==> src/rtl/pulse_pkg.sv <==
// Shared types and defaults for the pulse width measurement block.
// State encoding and default glitch/overlong thresholds.
package pulse_pkg;

    typedef enum logic [1:0] {
        WAIT_LOW = 2'd0,
        IDLE     = 2'd1,
        MEASURE  = 2'd2,
        OVERLONG = 2'd3
    } pm_state_e;

    localparam int PM_MIN_LEN = 4;
    localparam int PM_MAX_LEN = 200;

endpackage

==> src/rtl/sync_ff.sv <==
// Multi-stage level synchroniser for an asynchronous input.
// Resets every stage to RST_VAL so a reset looks like a held level.
module sync_ff #(
    parameter int   STAGES  = 2,
    parameter logic RST_VAL = 1'b1
) (
    input  logic clk,
    input  logic reset,
    input  logic d_i,
    output logic q_o
);

    logic [STAGES-1:0] sync_q;

    // Shift the raw level through the chain; last stage is the clean copy.
    always_ff @(posedge clk) begin
        if (reset) begin
            sync_q <= {STAGES{RST_VAL}};
        end else begin
            sync_q <= {sync_q[STAGES-2:0], d_i};
        end
    end

    assign q_o = sync_q[STAGES-1];

endmodule

==> src/rtl/pulse_measure.sv <==
// Measures the synchronised high time of a level pulse and reports
// accepted widths, glitches and overlong pulses as one-cycle strobes.
module pulse_measure
    import pulse_pkg::*;
#(
    parameter int CNT_W       = 8,
    parameter int MIN_LEN     = PM_MIN_LEN,
    parameter int MAX_LEN     = PM_MAX_LEN,
    parameter int SYNC_STAGES = 2
) (
    input  logic             clk,
    input  logic             reset,
    input  logic             pulse_in,
    output logic             valid_out,
    output logic [CNT_W-1:0] width_out,
    output logic             glitch_out,
    output logic             overlong_out,
    output logic             busy
);

    localparam logic [CNT_W-1:0] MIN_C = CNT_W'(MIN_LEN);
    localparam logic [CNT_W-1:0] MAX_C = CNT_W'(MAX_LEN);
    localparam logic [CNT_W-1:0] ONE_C = CNT_W'(1);

    pm_state_e        state_q, state_d;
    logic [CNT_W-1:0] cnt_q, cnt_d;
    logic [CNT_W-1:0] width_q, width_d;
    logic             valid_q, valid_d;
    logic             glitch_q, glitch_d;
    logic             over_q, over_d;
    logic             s;

    sync_ff #(
        .STAGES  (SYNC_STAGES),
        .RST_VAL (1'b1)
    ) u_sync (
        .clk   (clk),
        .reset (reset),
        .d_i   (pulse_in),
        .q_o   (s)
    );

    // State register.
    always_ff @(posedge clk) begin
        if (reset) begin
            state_q <= WAIT_LOW;
        end else begin
            state_q <= state_d;
        end
    end

    // Counter, held width and registered strobes.
    always_ff @(posedge clk) begin
        if (reset) begin
            cnt_q    <= '0;
            width_q  <= '0;
            valid_q  <= 1'b0;
            glitch_q <= 1'b0;
            over_q   <= 1'b0;
        end else begin
            cnt_q    <= cnt_d;
            width_q  <= width_d;
            valid_q  <= valid_d;
            glitch_q <= glitch_d;
            over_q   <= over_d;
        end
    end

    // Next-state selection.
    always_comb begin
        state_d = state_q;
        unique case (state_q)
            WAIT_LOW: if (!s) state_d = IDLE;
            IDLE:     if (s) state_d = MEASURE;
            MEASURE: begin
                if (!s) begin
                    state_d = IDLE;
                end else if (cnt_q == MAX_C) begin
                    state_d = OVERLONG;
                end
            end
            OVERLONG: if (!s) state_d = IDLE;
        endcase
    end

    // Counter update and strobe decisions for the next cycle.
    always_comb begin
        cnt_d    = cnt_q;
        width_d  = width_q;
        valid_d  = 1'b0;
        glitch_d = 1'b0;
        over_d   = 1'b0;
        unique case (state_q)
            WAIT_LOW: ;
            IDLE: if (s) cnt_d = ONE_C;
            MEASURE: begin
                if (s) begin
                    if (cnt_q == MAX_C) begin
                        over_d = 1'b1;
                    end else begin
                        cnt_d = cnt_q + ONE_C;
                    end
                end else if (cnt_q >= MIN_C) begin
                    width_d = cnt_q;
                    valid_d = 1'b1;
                end else begin
                    glitch_d = 1'b1;
                end
            end
            OVERLONG: ;
        endcase
    end

    assign busy         = (state_q == MEASURE) || (state_q == OVERLONG);
    assign valid_out    = valid_q;
    assign glitch_out   = glitch_q;
    assign overlong_out = over_q;
    assign width_out    = width_q;

endmodule
==> config.mk <==
export PLATFORM = sky130hd
export DESIGN_NAME = pulse_measure
export DESIGN_NICKNAME = d
export VERILOG_FILES = /design/src/rtl/pulse_pkg.sv /design/src/rtl/sync_ff.sv /design/src/rtl/pulse_measure.sv
export SDC_FILE = /design/constraint.sdc
export NUM_CORES = 1
export LEC_CHECK = 0
export ABC_AREA = 1
export CAP_MARGIN = 20
export CORE_MARGIN = 2
export CORE_UTILIZATION = 55
export DETAILED_ROUTE_END_ITERATION = 8
export PLACE_DENSITY = 0.79
export RECOVER_POWER = 100
export SETUP_SLACK_MARGIN = 0.02
export SKIP_CTS_REPAIR_TIMING = 1
export SLEW_MARGIN = 40
export SYNTH_ARGS = -nofsm -noshare
export SYNTH_HDL_FRONTEND = slang
export SYNTH_SLANG_ARGS = --single-unit
==> constraint.sdc <==
create_clock -name clk -period 3.6 [get_ports clk]
set_input_delay 0.72 -clock clk [delete_from_list [all_inputs] [get_ports clk]]
set_output_delay 0.72 -clock clk [all_outputs]
set_load 0.02 [all_outputs]
== Word level (Yosys, flattened, before mapping) ==
Cells that the tools add are included.
Operators by class
  $add $sub $neg: 1
  order comparisons: 1
  equal/unequal tests: 9
  multiplexer cells: 12
  bitwise gates (word level): 2
  reduce and logical (&&, ||, !) cells: 9
Operator list (count)
  two-way mux 8 bit: 3
  one-hot mux 8 bit (2 select lines): 1
  adder 8 x 1 -> 8 bit (second input constant): 1
  equality test 8 bit (second input constant): 1
  >= comparator 8 x 3 -> 1 bit (second input constant): 1
  two-way mux 2 bit: 4
  one-hot mux 2 bit (3 select lines): 1
  AND reduction 3 bit: 2
  OR reduction 3 bit: 2
  equality test 2 bit (second input constant): 2
  inequality test 2 x 1 -> 1 bit (second input constant): 2
  inequality test 2 bit (second input constant): 2
  AND reduction 4 bit: 1
  two-way mux 1 bit: 3
  inequality test 3 bit (second input constant): 1
  equality test 2 x 1 -> 1 bit (second input constant): 1
  zero test 2 bit: 1
  inverter 1 bit: 2
  nonzero test 2 bit: 1
  OR reduction 2 bit: 1
  logical OR 1 bit: 1
Word-level totals
  flip-flop bits (word level): 23
  input port bits: 3
  output and inout port bits: 12
  word-level logic and storage cells: 41

== Depth between registers and ports, before layout ==
  depth in word-level cells: 4
  mapped depth: 10
  mapped depth without buffers: 10

== Cells and area by module ==
From an unflattened synthesis, not the netlist that was laid out.
Second synthesis, totals
  cells, all modules: 147
  area, all modules: 1074.8 µm²
Modules (own cells, without submodules)
  pulse_measure: times used 1, cells an instance 140, area an instance 1016.0 µm², sequential area each 420.4 µm²
  sync_ff: times used 1, cells an instance 7, area an instance 58.8 µm², sequential area each 40.0 µm²

== Least setup slack after synthesis ==
OpenSTA, ideal clock, no wires.
  kind: register -> output
  start: register state_q[0]
  end: output busy
  arrival: 1.086 ns
  required time: 2.880 ns
  path slack: 1.794 ns
  cell stages (with the launch flop): 5
  path buffers: 1
  cell sequence: dfxtp_1 > inv_1 > ha_1 > buf_6 > or2_2
On the way
  longest elaborated chain between the ends: 2
  elaborated cells on any way between the ends: 3
  classes of those cells: eq/ne: 2; reduce/logical: 1
RTL lines
  start: declaration: line pulse_measure.sv:25  | pm_state_e state_q, state_d;
  start signal: assignment: line pulse_measure.sv:48  | state_q <= state_d;
  equality test 2 bit: line pulse_measure.sv:114  | assign busy = (state_q == MEASURE) || (state_q == OVERLONG);
  logical OR 1 bit (*): line pulse_measure.sv:114
  end: declaration: line pulse_measure.sv:18  | output logic busy
Every way passes the cells marked *; elsewhere a longest branch is shown, timed or not.

== Final worst setup path ==
Same ends and word-level chain as after synthesis.

==> results.ini <==
[synthesis]
synth_ff_type=dfxtp_1
ys_ff_latch=23
async_flop_share=0
synth_nets=183
avgSynthCellArea_um2=6.99
ys_seq_area_frac=0.376
syn_area_mm2=0.00122
ys_types=22
synthCells=175
ys_warn_count=0
synth_edf_count=0

[routing]
via_count=1097
ant_nets=0
drt_iter0_markers=43
viasPerCell=5.03
routed_wl_um=2450
wl_per_cell_um=11.2
drt_pass1_iterations=4
drc=0

[worst_setup_path]
r2r.worst_path.cells=9
critPathKind=flop to primary output
reg2reg_to=cnt_q[6]$_SDFFE_PP0P_
r2r_slack_ns=1.59
slowest_delay_ns=0.65
crit_fanout=10
start_kind=flop
slowest_stage=dlygate4sd3_1
arrival_ns=2.18
crit_chain=inv_1 > ha_1 > or2_2 > dlygate4sd3_1
r2r-start=state_q[0]$_SDFFE_PP0P_
crit_path_end_kind=primary output
cp.required_ns=2.88

[sta]
finalHoldViolCount=0
max_slew_margin=0.611
fmax_mhz=345
rsz0062_at_grt=false
period_needed_ns=2.90
drv_slew=0
clock_skew_ns=0.00151
period_share=0.806
fin_setup_tns_ns=0
setup_viol=0
worst_pin_slew_ns=0.584

[grt]
globalRouteTotalUtil=0.209
grt_start_max_net_pins=19
grt_pass1_wl_um=4130
grt_pass1_vias=1022
grt.overflow.total=0
antenna_found_initial=0

[clocking]
htree_levels=1
worstSkewPairLatency_ns=0.30
cts_buffer_depth=2
cts_made_buffers=3
clock-root-buffer=clkbuf_4
cts_tree=built
clock-sinks=23
clk_pin_slew_worst_paths_ns=0.13

[pwr]
seqPwrFrac=0.406
peakVddDrop_mv=0.476
finalPower_mw=0.763
power_density_mw_per_mm2=558
p_comb_frac=0.439
internal-power_mw=0.444
p_switching_mw=0.319
cellLeakagePower_nw=0.651
sw_frac_of_total=0.418
clockPowerShare=0.154

[die]
fp.dieH_um=51.2
rows=17
boundaryPins=15
core_region_area_mm2=0.00215
initial_core_util=0.570
die_x_um=51.2
dieArea_mm2=0.00262

[placed_design]
gp_congestion=0.900
io_buffer_count=14
dp_hpwl_um=1880
dp.cells=214

[finish]
finish.utilization=0.636
instances_no_fill=218
diodes=0
nets=199
drive_above_1_share=0.0632
area_delta_synth_final_pct=11.7

[outcome]
outcome=finished, final reports clean

[hold_path]
hold_depth=1
min_path_type=flop to flop
hold_end=u_sync.sync_q[1]$_SDFF_PP1_
hold_start=u_sync.sync_q[0]$_SDFF_PP1_

[run]
maxCapViolations=0

[cell usage after synthesis, types with 2 or more instances]
cell | number | share of area
nand2_1 | 39 | 0.12
nor2_1 | 33 | 0.10
inv_1 | 25 | 0.077
dfxtp_1 | 23 | 0.38
o21ai_0 | 12 | 0.049
nand3_1 | 10 | 0.041
ha_1 | 5 | 0.051
nand4_1 | 5 | 0.026
a21oi_1 | 4 | 0.016
nand2_2 | 3 | 0.015
or2_2 | 3 | 0.015
buf_6 | 2 | 0.018
nor3_1 | 2 | 0.0082
[placed cells by master (no fill, tap or decap), drive strengths merged]
cell type and instances:
a21oi 6, clkbuf 3, clkdlybuf4s50 1, clkinv 1, dfxtp 23, dlygate4sd3 13
ha 5, inv 27, nand2 42, nand3 12, nand4 5, nor2 34
nor3 2, o211ai 1, o21ai 12, or2 3
[registers in the layout, summed over array words and instances, names as in the netlist]
signal and count:
valid_out 1, width_out 8, u_sync.sync_q 2, cnt_q 8, glitch_out 1, overlong_out 1
state_q 2
[final cells by class]
class	count	area, µm²
fill	192	782
clock buffer	3	22.5
multi-input combinational	122	589
clock inverter	1	5.00
inverter	27	114
sequential	23	460
timing repair buffer	14	140
tap	28	35.0
[critical path: cells and delay by family, from the launching register on]
kind          cells  cell delay [ns]
buf+inv           2             0.71
flops             1             0.41
fa+ha+maj         1             0.39
simple gates      1             0.36
[logic make-up after synthesis]
group / after synthesis / share of synthesized area
AOI/OAI and AO/OA: 19 / 0.0920
and+or+nand+nor: 98 / 0.358
buffers and inverters: 30 / 0.123
DFF: 23 / 0.376
adders and majority gates: 5 / 0.0511
[worst max-delay path by stage]
stage / cells after the start / start / end / slack [ns]
6_report: 4 / state_q[0]$_SDFFE_PP0P_ / busy / 0.70
5_1_grt: 4 / state_q[0]$_SDFFE_PP0P_ / busy / 0.64
4_1_cts: 4 / state_q[0]$_SDFFE_PP0P_ / busy / 0.80
3_5_place_dp: 4 / state_q[0]$_SDFFE_PP0P_ / busy / 1.16
3_3_place_gp: 4 / state_q[0]$_SDFFE_PP0P_ / busy / 1.20
2_1_floorplan: 4 / state_q[0]$_SDFFE_PP0P_ / busy / 1.79
[power groups by stage]
stage                     sequential [mW]  combinational (mW)  clock (mW)
after global routing                0.312               0.378       0.129
final                               0.310               0.335       0.118
after detailed placement            0.314               0.361           0
after global placement              0.311               0.348           0
after CTS                           0.309               0.362       0.121
after floorplan                     0.309               0.295           0
[metrics by stage]
step                      hold slack, ns  setup slack [ns]  cell area, µm²
final                              0.424             0.700            1370
after global routing               0.460             0.635            1370
after CTS                          0.426             0.798            1390
after detailed placement           0.395              1.16            1360
after global placement             0.396              1.20            1360
after floorplan                    0.389              1.79            1220
[layer usage]
layer,vias to the layer above,track usage,wire (µm)
met2,32,0.383,1250
met4,0,0.104,17
met3,2,0.0292,141
li1,577,-,-
met1,486,0.232,1040
met5,-,0,0
Power figures use the tool's default switching activity.
